`src/rtl/gpsreceiver2_bufctl_if.sv`:
```
// Bus bundle for the GPS sample-RAM capture controller: CSR port, rx sample strobe,
// RAM write port and interrupt line.
interface gpsreceiver2_bufctl_if;
    logic [14:0] csr_a;
    logic        csr_we;
    logic [31:0] csr_di;
    logic [31:0] csr_do;
    logic [7:0]  smp_dat;
    logic        smp_stb;
    logic [10:0] buf_adr;
    logic [7:0]  buf_dat;
    logic        buf_we;
    logic        irq;

    modport master (
        output csr_a, csr_we, csr_di, smp_dat, smp_stb,
        input  csr_do, buf_adr, buf_dat, buf_we, irq
    );

    modport slave (
        input  csr_a, csr_we, csr_di, smp_dat, smp_stb,
        output csr_do, buf_adr, buf_dat, buf_we, irq
    );
endinterface

```
`src/rtl/gpsreceiver2_bufctl.sv`:
```
// Ping-pong capture controller for the 2 KiB GPS sample RAM: fills two 1 KiB halves
// in turn, flags full halves to the CPU and stalls (counting drops) when both are unread.
module gpsreceiver2_bufctl #(
    parameter logic [4:0] csr_addr = 5'h0
) (
    input  logic                  sys_clk,
    input  logic                  sys_rst,
    gpsreceiver2_bufctl_if.slave  bus
);
    typedef enum logic [1:0] {
        IDLE  = 2'd0,
        FILL  = 2'd1,
        STALL = 2'd2
    } state_t;

    localparam logic [9:0] LAST_OFFSET = 10'd1023;

    function automatic logic [15:0] sat_inc16(input logic [15:0] v);
        return (v == 16'hFFFF) ? v : v + 16'd1;
    endfunction

    state_t      state, state_n;
    logic        half, half_n;
    logic [9:0]  offset, offset_n;
    logic        enable, oneshot, irq_en;
    logic [1:0]  full;
    logic        overflow;
    logic [31:0] count;
    logic [15:0] dropped;

    logic        wr, drop, oneshot_done;
    logic [1:0]  hw_set;

    logic        vld_p1;
    logic [10:0] adr_p1;
    logic [7:0]  dat_p1;
    logic        irq_p1;
    logic [31:0] csr_do_p1;

    logic        sel, wr_ctrl, wr_stat, en_fall, en_rise, clr_ovf;
    logic [1:0]  clr_full;
    logic [31:0] rd_data;
    logic        unused_bits;

    assign sel      = (bus.csr_a[14:10] == csr_addr);
    assign wr_ctrl  = bus.csr_we & sel & (bus.csr_a[1:0] == 2'd0);
    assign wr_stat  = bus.csr_we & sel & (bus.csr_a[1:0] == 2'd1);
    assign en_fall  = wr_ctrl & ~bus.csr_di[0];
    assign en_rise  = wr_ctrl & bus.csr_di[0] & ~enable;
    assign clr_full = wr_stat ? bus.csr_di[1:0] : 2'b00;
    assign clr_ovf  = wr_stat & bus.csr_di[2];

    assign unused_bits = ^{bus.csr_a[9:2], bus.csr_di[31:3]};

    always_comb begin
        rd_data = '0;
        if (sel) begin
            case (bus.csr_a[1:0])
                2'd0:    rd_data = {29'd0, irq_en, oneshot, enable};
                2'd1:    rd_data = {26'd0, state, half, overflow, full};
                2'd2:    rd_data = count;
                default: rd_data = {16'd0, dropped};
            endcase
        end
    end

    // A CPU disable overrides whatever the FSM would do with a strobe this cycle.
    always_comb begin
        state_n      = state;
        half_n       = half;
        offset_n     = offset;
        wr           = 1'b0;
        drop         = 1'b0;
        oneshot_done = 1'b0;
        hw_set       = 2'b00;
        if (en_fall) begin
            state_n  = IDLE;
            half_n   = 1'b0;
            offset_n = '0;
        end else begin
            case (state)
                IDLE: begin
                    if (enable) begin
                        state_n  = FILL;
                        half_n   = 1'b0;
                        offset_n = '0;
                    end
                end
                FILL: begin
                    if (bus.smp_stb) begin
                        wr = 1'b1;
                        if (offset == LAST_OFFSET) begin
                            hw_set[half] = 1'b1;
                            offset_n     = '0;
                            if (oneshot && half) begin
                                state_n      = IDLE;
                                half_n       = 1'b0;
                                oneshot_done = 1'b1;
                            end else if (!full[~half]) begin
                                half_n = ~half;
                            end else begin
                                state_n = STALL;
                            end
                        end else begin
                            offset_n = offset + 10'd1;
                        end
                    end
                end
                STALL: begin
                    drop = bus.smp_stb;
                    if (!full[~half]) begin
                        state_n = FILL;
                        half_n  = ~half;
                    end
                end
                default: state_n = IDLE;
            endcase
        end
    end

    always_ff @(posedge sys_clk) begin
        if (sys_rst) begin
            state     <= IDLE;
            half      <= 1'b0;
            offset    <= '0;
            enable    <= 1'b0;
            oneshot   <= 1'b0;
            irq_en    <= 1'b0;
            full      <= 2'b00;
            overflow  <= 1'b0;
            count     <= '0;
            dropped   <= '0;
            vld_p1    <= 1'b0;
            adr_p1    <= '0;
            dat_p1    <= '0;
            irq_p1    <= 1'b0;
            csr_do_p1 <= '0;
        end else begin
            state  <= state_n;
            half   <= half_n;
            offset <= offset_n;
            if (wr_ctrl) begin
                enable  <= bus.csr_di[0];
                oneshot <= bus.csr_di[1];
                irq_en  <= bus.csr_di[2];
            end else if (oneshot_done) begin
                enable <= 1'b0;
            end
            // Hardware set takes priority over a same-cycle write-one-to-clear.
            full     <= (full & ~clr_full) | hw_set;
            overflow <= (overflow & ~clr_ovf) | drop;
            if (en_rise)
                count <= '0;
            else if (wr)
                count <= count + 32'd1;
            if (en_rise)
                dropped <= '0;
            else if (drop)
                dropped <= sat_inc16(dropped);
            // p1: RAM write stage, one cycle behind the strobe
            vld_p1 <= wr;
            if (wr) begin
                adr_p1 <= {half, offset};
                dat_p1 <= bus.smp_dat;
            end
            irq_p1    <= irq_en & ((|full) | overflow);
            csr_do_p1 <= rd_data;
        end
    end

    assign bus.buf_we  = vld_p1;
    assign bus.buf_adr = adr_p1;
    assign bus.buf_dat = dat_p1;
    assign bus.irq     = irq_p1;
    assign bus.csr_do  = csr_do_p1;
endmodule

```
`src/flat_wrapper.sv`:
```
// flat-port wrapper written by rule: the top's interface ports become plain ports
module gpsreceiver2_bufctl_flat 
#(
    parameter logic [4:0] csr_addr = 5'h0
)
  (sys_clk, sys_rst, bus_csr_a, bus_csr_we, bus_csr_di, bus_smp_dat, bus_smp_stb, bus_csr_do, bus_buf_adr, bus_buf_dat, bus_buf_we, bus_irq);
  gpsreceiver2_bufctl_if bus_i ();
  input  logic sys_clk;
  input  logic sys_rst;
  input wire logic [$bits(bus_i.csr_a)-1:0] bus_csr_a;
  input wire logic [$bits(bus_i.csr_we)-1:0] bus_csr_we;
  input wire logic [$bits(bus_i.csr_di)-1:0] bus_csr_di;
  input wire logic [$bits(bus_i.smp_dat)-1:0] bus_smp_dat;
  input wire logic [$bits(bus_i.smp_stb)-1:0] bus_smp_stb;
  output wire logic [$bits(bus_i.csr_do)-1:0] bus_csr_do;
  output wire logic [$bits(bus_i.buf_adr)-1:0] bus_buf_adr;
  output wire logic [$bits(bus_i.buf_dat)-1:0] bus_buf_dat;
  output wire logic [$bits(bus_i.buf_we)-1:0] bus_buf_we;
  output wire logic [$bits(bus_i.irq)-1:0] bus_irq;
  assign bus_i.csr_a = bus_csr_a;
  assign bus_i.csr_we = bus_csr_we;
  assign bus_i.csr_di = bus_csr_di;
  assign bus_i.smp_dat = bus_smp_dat;
  assign bus_i.smp_stb = bus_smp_stb;
  assign bus_csr_do = bus_i.csr_do;
  assign bus_buf_adr = bus_i.buf_adr;
  assign bus_buf_dat = bus_i.buf_dat;
  assign bus_buf_we = bus_i.buf_we;
  assign bus_irq = bus_i.irq;
  gpsreceiver2_bufctl #(.csr_addr(csr_addr)) u_core (.sys_clk(sys_clk), .sys_rst(sys_rst), .bus(bus_i));
endmodule
```
`config.mk`:
```
export PLATFORM = sky130hd
export DESIGN_NAME = gpsreceiver2_bufctl_flat
export DESIGN_NICKNAME = d
export VERILOG_FILES = /design/src/rtl/gpsreceiver2_bufctl_if.sv /design/src/rtl/gpsreceiver2_bufctl.sv /design/src/flat_wrapper.sv
export SDC_FILE = /design/constraint.sdc
export NUM_CORES = 1
export LEC_CHECK = 0
export ABC_AREA = 1
export BUFFER_PORTS_ARGS = -buffer_cell sky130_fd_sc_hd__buf_2
export CAP_MARGIN = 20
export CORE_MARGIN = 2
export CORE_UTILIZATION = 43
export CTS_CLUSTER_SIZE = 12
export DETAILED_ROUTE_END_ITERATION = 8
export GPL_ROUTABILITY_DRIVEN = 0
export RECOVER_POWER = 25
export SETUP_SLACK_MARGIN = 0.05
export SLEW_MARGIN = 10
export SYNTH_ARGS = -nofsm -noshare
export SYNTH_HDL_FRONTEND = slang
export SYNTH_SLANG_ARGS = --single-unit
```
`constraint.sdc`:
```
create_clock -name sys_clk -period 2.7 [get_ports sys_clk]
set_clock_uncertainty 0.1 [all_clocks]
set_input_delay 0.135 -clock sys_clk [delete_from_list [all_inputs] [get_ports sys_clk]]
set_output_delay 0.135 -clock sys_clk [all_outputs]
set_load 0.05 [all_outputs]
```
[After elaboration in Yosys (flattened, before gate mapping)]
Index checks and enable logic that the tools add are counted.
W data, S select, Z words.
Word-level totals
  register bits: 120
  latch bits: 0
  memory bits (writable): 0
  bits in read-only memories: 0
  input bits: 59
  output and inout port bits: 53
  word-level logic and storage cells: 107
  memories: 0
Operators by class
  $add $sub $neg: 3
  multipliers: 0
  divide/modulo/power cells: 0
  magnitude comparators: 3
  equal/unequal tests: 11
  shift-type cells: 0
  mux-type cells: 39
  bitwise logic cells: 20
  reduce and logical (&&, ||, !) cells: 16
Operators by type and width (number)
  $pmux W32 S3: 1
  $add A32 B1 Y32 const B: 1
  $mux W10: 3
  $mux W2: 11
  $mux W1: 20
  $pmux W10 S2: 1
  $add A16 B1 Y16 const B: 1
  $eq A16 B16 Y1 const B: 1
  $add A10 B1 Y10 const B: 1
  $eq A10 B10 Y1 const B: 1
  $and A1 B1 Y1: 9
  $reduce_or A2 Y1: 4
  $not A1 Y1: 6
  $pmux W2 S3: 1
  $logic_not A5 Y1: 1
  $reduce_and A5 Y1: 1
  $eq A2 B1 Y1 const B: 2
  $eq A2 B2 Y1 const B: 2
  $logic_not A2 Y1: 2
  $lt A1 B2 Y1 const B: 2
  $ne A2 B1 Y1 const B: 2
  $ne A2 B2 Y1 const B: 2
  $reduce_and A4 Y1: 1
  $reduce_bool A2 Y1: 2
  other kinds (12): 14

[Longest topological paths before layout]
  word-level depth: 9
  gate-level depth with buffers: 12

[Worst setup path after synthesis]
No wires, ideal clock.
  path kind: flip-flop to flip-flop
  from: register u_core.state[1]
  to: register u_core.offset[9]
  arrival time: 1.439 ns
  path slack: 1.051 ns
  cell stages (with the launch flop): 13
  path buffers: 1
  clock period less this slack: 1.649 ns
  cells stage by stage: dfxtp_1 > inv_1 > ha_1 > buf_4 > inv_1 > o21ai_1 > nand2_1 > inv_1 > nand2_1 > nand2_1 > inv_1 > nand2_1 > nor2_1
Between the ends
  word-level cells in the longest chain between the ends: 3
Ends and longest elaborated chain
  start: declaration: RTL line gpsreceiver2_bufctl.sv:22  | state_t state, state_n;
  start signal: assignment: RTL line gpsreceiver2_bufctl.sv:139  | state <= state_n;
  $eq A2 B1 Y1 / $logic_not A2 Y1 (equally long branches): RTL line gpsreceiver2_bufctl.sv:81  | case (state)
  $ne A2 B2 Y1 (no source line), or another cell as far along
  $reduce_and A3 Y1 (no source line)
  end signal: assignment: RTL line gpsreceiver2_bufctl.sv:141  | offset <= offset_n;
  end: declaration: RTL line gpsreceiver2_bufctl.sv:24  | logic [9:0] offset, offset_n;
Several ways; a longest one is shown, not always the timed one.
A chain may end at the register's enable or synchronous reset.

[Final worst setup path]
  from: register u_core.offset[0]
  to: register u_core.full[1]
Between the ends
  word-level cells in the longest chain between the ends: 6
Ends and longest elaborated chain
  $eq A10 B10 Y1: RTL line gpsreceiver2_bufctl.sv:92  | if (offset == LAST_OFFSET) begin
  $mux W2: RTL line gpsreceiver2_bufctl.sv:92
  $mux W2: RTL line gpsreceiver2_bufctl.sv:90  | if (bus.smp_stb) begin
  $mux W2: RTL line gpsreceiver2_bufctl.sv:81
  $mux W2: RTL line gpsreceiver2_bufctl.sv:76  | if (en_fall) begin
  $or A2 B2 Y2: RTL line gpsreceiver2_bufctl.sv:150  | full <= (full & ~clr_full) | hw_set;
  end signal: assignment: RTL line gpsreceiver2_bufctl.sv:150
  end: declaration: RTL line gpsreceiver2_bufctl.sv:26  | logic [1:0] full;
Every way passes these cells.

==> summary.md <==
| Metric | Value |
|---|---|
| Status | completed |
| Unrepaired setup endpoints after global routing | no |
| Chip Height | 121.0 um |
| Clk sinks | 120 |
| Hold Violations, Final | 0 |
| Synth Area per Inst | between 6 and 7 sq um |
| # IOs | between 100 and 150 |
| DP Wirelength | between 10 and 15 mm |
| Area Growth Syn to Fin | 20.55% |
| Switching power | between 1 and 1.5 mW |
| Register clock-pin slew on the reported worst setup and hold paths | roughly 0.06 ns |
| R2R setup slack | 0.53 ns |
| Power Internal | ~3.4 mW |
| Final setup vio count | 0 |
| Slew Viols, Final | 0 |
| Top cells by area, synth | dfxtp_1, nand2_1, nor2_1 |
| Tcrit/Tclk final | 80.42% |
| Final instance area | around 7100 sq um |
| EDFF count, synth | 0 |
| Root Buffer Master | clkbuf_16 |
| Element type at the critical path start | flop |
| Seq/Total Area, Yosys | between 40 and 50% |
| Sequential power share | about two fifths |
| Final Net Count | around 1000 |
| Post-synth top cells | nand2_1, nor2_1, dfxtp_1, a21oi_1, inv_1 |
| Layout cells sized above 1 | between 10% and 20% |
| Antenna fix cells | 0 |
| Max Buffers Root-to-Sink | 2 |
| Leakage Power | 2.575 nW |
| Congestion Overflow GR | 0 |
| Initial antenna violation count | 0 |
| Worst slew pin tran | just over 1 ns |
| Vias after detailed routing | between 5000 and 6000 |
| Max cap viols | 0 |
| Die Span X | between 100 and 150 um |
| Sw Ratio | between 20% and 30% |
| Number of global-route vias before repair | roughly 5300 |
| Maximum VDD drop | 0.0004003 V |
| Core Util, Final | a little over half |
| Crit path arrival time | 2.42 ns |
| Clock power frac | 48.4% |
| Drt pass-1 iters | 5 |
| Slew headroom | a little under a third |
| Setup CP Type | reg2reg |
| Filler Cells Inserted | ~1400 |
| Combinational Power Share | 11.4% |
| Placed instance area | around 6400 sq um |
| Highest achievable clock rate | 460.5 MHz |
| Asr flop ratio synth | 0% |
| Most frequent cell after synthesis | nand2_1 |
| Top_reg_cell synth | dfxtp_1 |
| Detail Route Antenna Nets | 0 |
| Synth unique cells | 33 |
| Worst Hold Class | in2reg |
| Syn Nets | 940 |
| Die area | around 15000 sq um |
| Post-Syn Instances | between 800 and 900 |
| Total power | between 4 and 5 mW |
| Crit path time final | roughly 2.2 ns |
| Syn. warnings | 0 |
| Iteration-0 DRC Markers | 296 |
| First-pass GRT wire length | roughly 26 mm |
| CTS HTree Levels | 4 |
| FF/Latch Area | 2402 sq um |
| DR vias/cell | about 4.9 |
| Synth Register Bits | between 100 and 150 |
| Mean routed wirelength per cell | about 13 um |
| Multi-input gate area | approximately 3100 sq um |
| Core area | 13300 sq um |
| Total negative slack | 0 ns |
| Routed WL | between 15 and 20 mm |
| Synth top area share | between 40% and 50% |
| Port bufs | between 70 and 80 |
| Leading area contributor after synthesis | dfxtp_1 |
| Power Density | 653.3 nW/um^2 |
| Largest net degree at the start of global routing | 53 |
| CTS tree | done |
| DRC | 0 |
| GRT Resource Usage Total | 22.01% |
| Required @ worst endpoint | approximately 3 ns |
| Std-Cell Rows | 42 |
| Cts repair resizes | 0 |
| Synth Cell Area | between 5000 and 6000 sq um |
| Num CTS Buffers | 17 |
| Crit path max fanout | 5 |
| Initial Util | around 44% |
| Skew-Pair Late Insertion Delay | 0.41 ns |
| Setup crit end kind | flop |
-- cell usage in the layout (no fill, tap or decap), drive strengths merged, types with 2 or more instances in the layout --
cell type    count
inv             71
clkinv           4
nor3b            2
bufinv           2
nand2          292
xor2            13
a31oi            5
nor3            21
xnor2           10
nand4           12
nand3b           3
ha               7
dlygate4sd3     16
a21oi           73
clkbuf          66
dfxtp          120
nand3           35
o21ai           42
buf             39
nor2           137
-- worst max-delay path, stage by stage (launching register included) --
cell           delay, ns
dfxtp_1             0.38
ha_1                0.23
nand2_1             0.09
nor2_1              0.10
nand3b_1            0.21
nor3_1              0.19
nand3_1             0.09
a21oi_1             0.15
dlygate4sd3_1       0.57
-- final cells by class --
type	instances	area share, %
Clock buffer	24	7.069
Multi-Input combinational cell	656	43.29
Timing Repair Buffer	97	7.650
Clock inverter	7	1.287
Tap cell	176	3.102
Sequential cell	120	33.84
Inverter	71	3.755
-- power by group through the flow --
stage	combinational (mW)	sequential, mW	clock, mW
after floorplan	0.253	2.04	0
after global placement	0.515	1.90	0
after detailed placement	0.514	1.90	0
after CTS	0.533	1.86	2.29
after global routing	0.583	1.87	2.37
final	0.527	1.86	2.25
-- through the flow --
stage	cells	hold WS, ns	worst slack [ns]
2_1_floorplan	874	0.1041	1.051
5_1_grt	1151	0.1127	0.3622
3_5_place_dp	1104	0.2974	0.6887
4_1_cts	1151	0.05676	0.5892
6_report	1151	0.07248	0.5286
3_3_place_gp	1104	0.2866	0.6801
-- layer usage --
layer	global-route usage, %	vias up	part of all wire (%)
met5	0	-	0
met2	35.32	108	47
met1	29.03	2561	48
met4	7.776	0	1.3
li1	-	2963	-
met3	4.934	17	3.9
-- flip-flops by register name, summed over array words and instances, names as in the netlist --
name and count:
u_core.bus.csr_do 32, u_core.state 2, u_core.bus.buf_adr 11, u_core.enable 1
u_core.overflow 1, u_core.count 32, u_core.offset 10, u_core.oneshot 1
u_core.dropped 16, u_core.bus.buf_dat 8, u_core.bus.buf_we 1, u_core.bus.irq 1
u_core.irq_en 1, u_core.half 1, u_core.full 2
-- what timing repair did --
action | CTS | global route
hold buffers | 16 | 0
setup buffers | 0 | 0
hold endpoints to repair | 18 | 0
-- path summary, 6_finish.rpt --
check / start / to / cells after the start
worst min register to register: u_core.bus.buf_adr[10] / u_core.bus.buf_adr[10] / 2
worst max register to register: u_core.offset[0] / u_core.full[1] / 8
worst min-delay path: bus_smp_stb / u_core.enable / 6
worst max-delay path: u_core.offset[0] / u_core.full[1] / 8
-- kinds of logic after synthesis --
logic type	synth area share, %
XOR/XNOR	3.421
buffers and inverters	7.012
flip-flops	40.80
AO/OA/AOI/OAI	11.22
adder cells (fa/ha/maj)	1.487
AND/OR/NAND/NOR	36.06
Power figures use the tool's default switching activity.
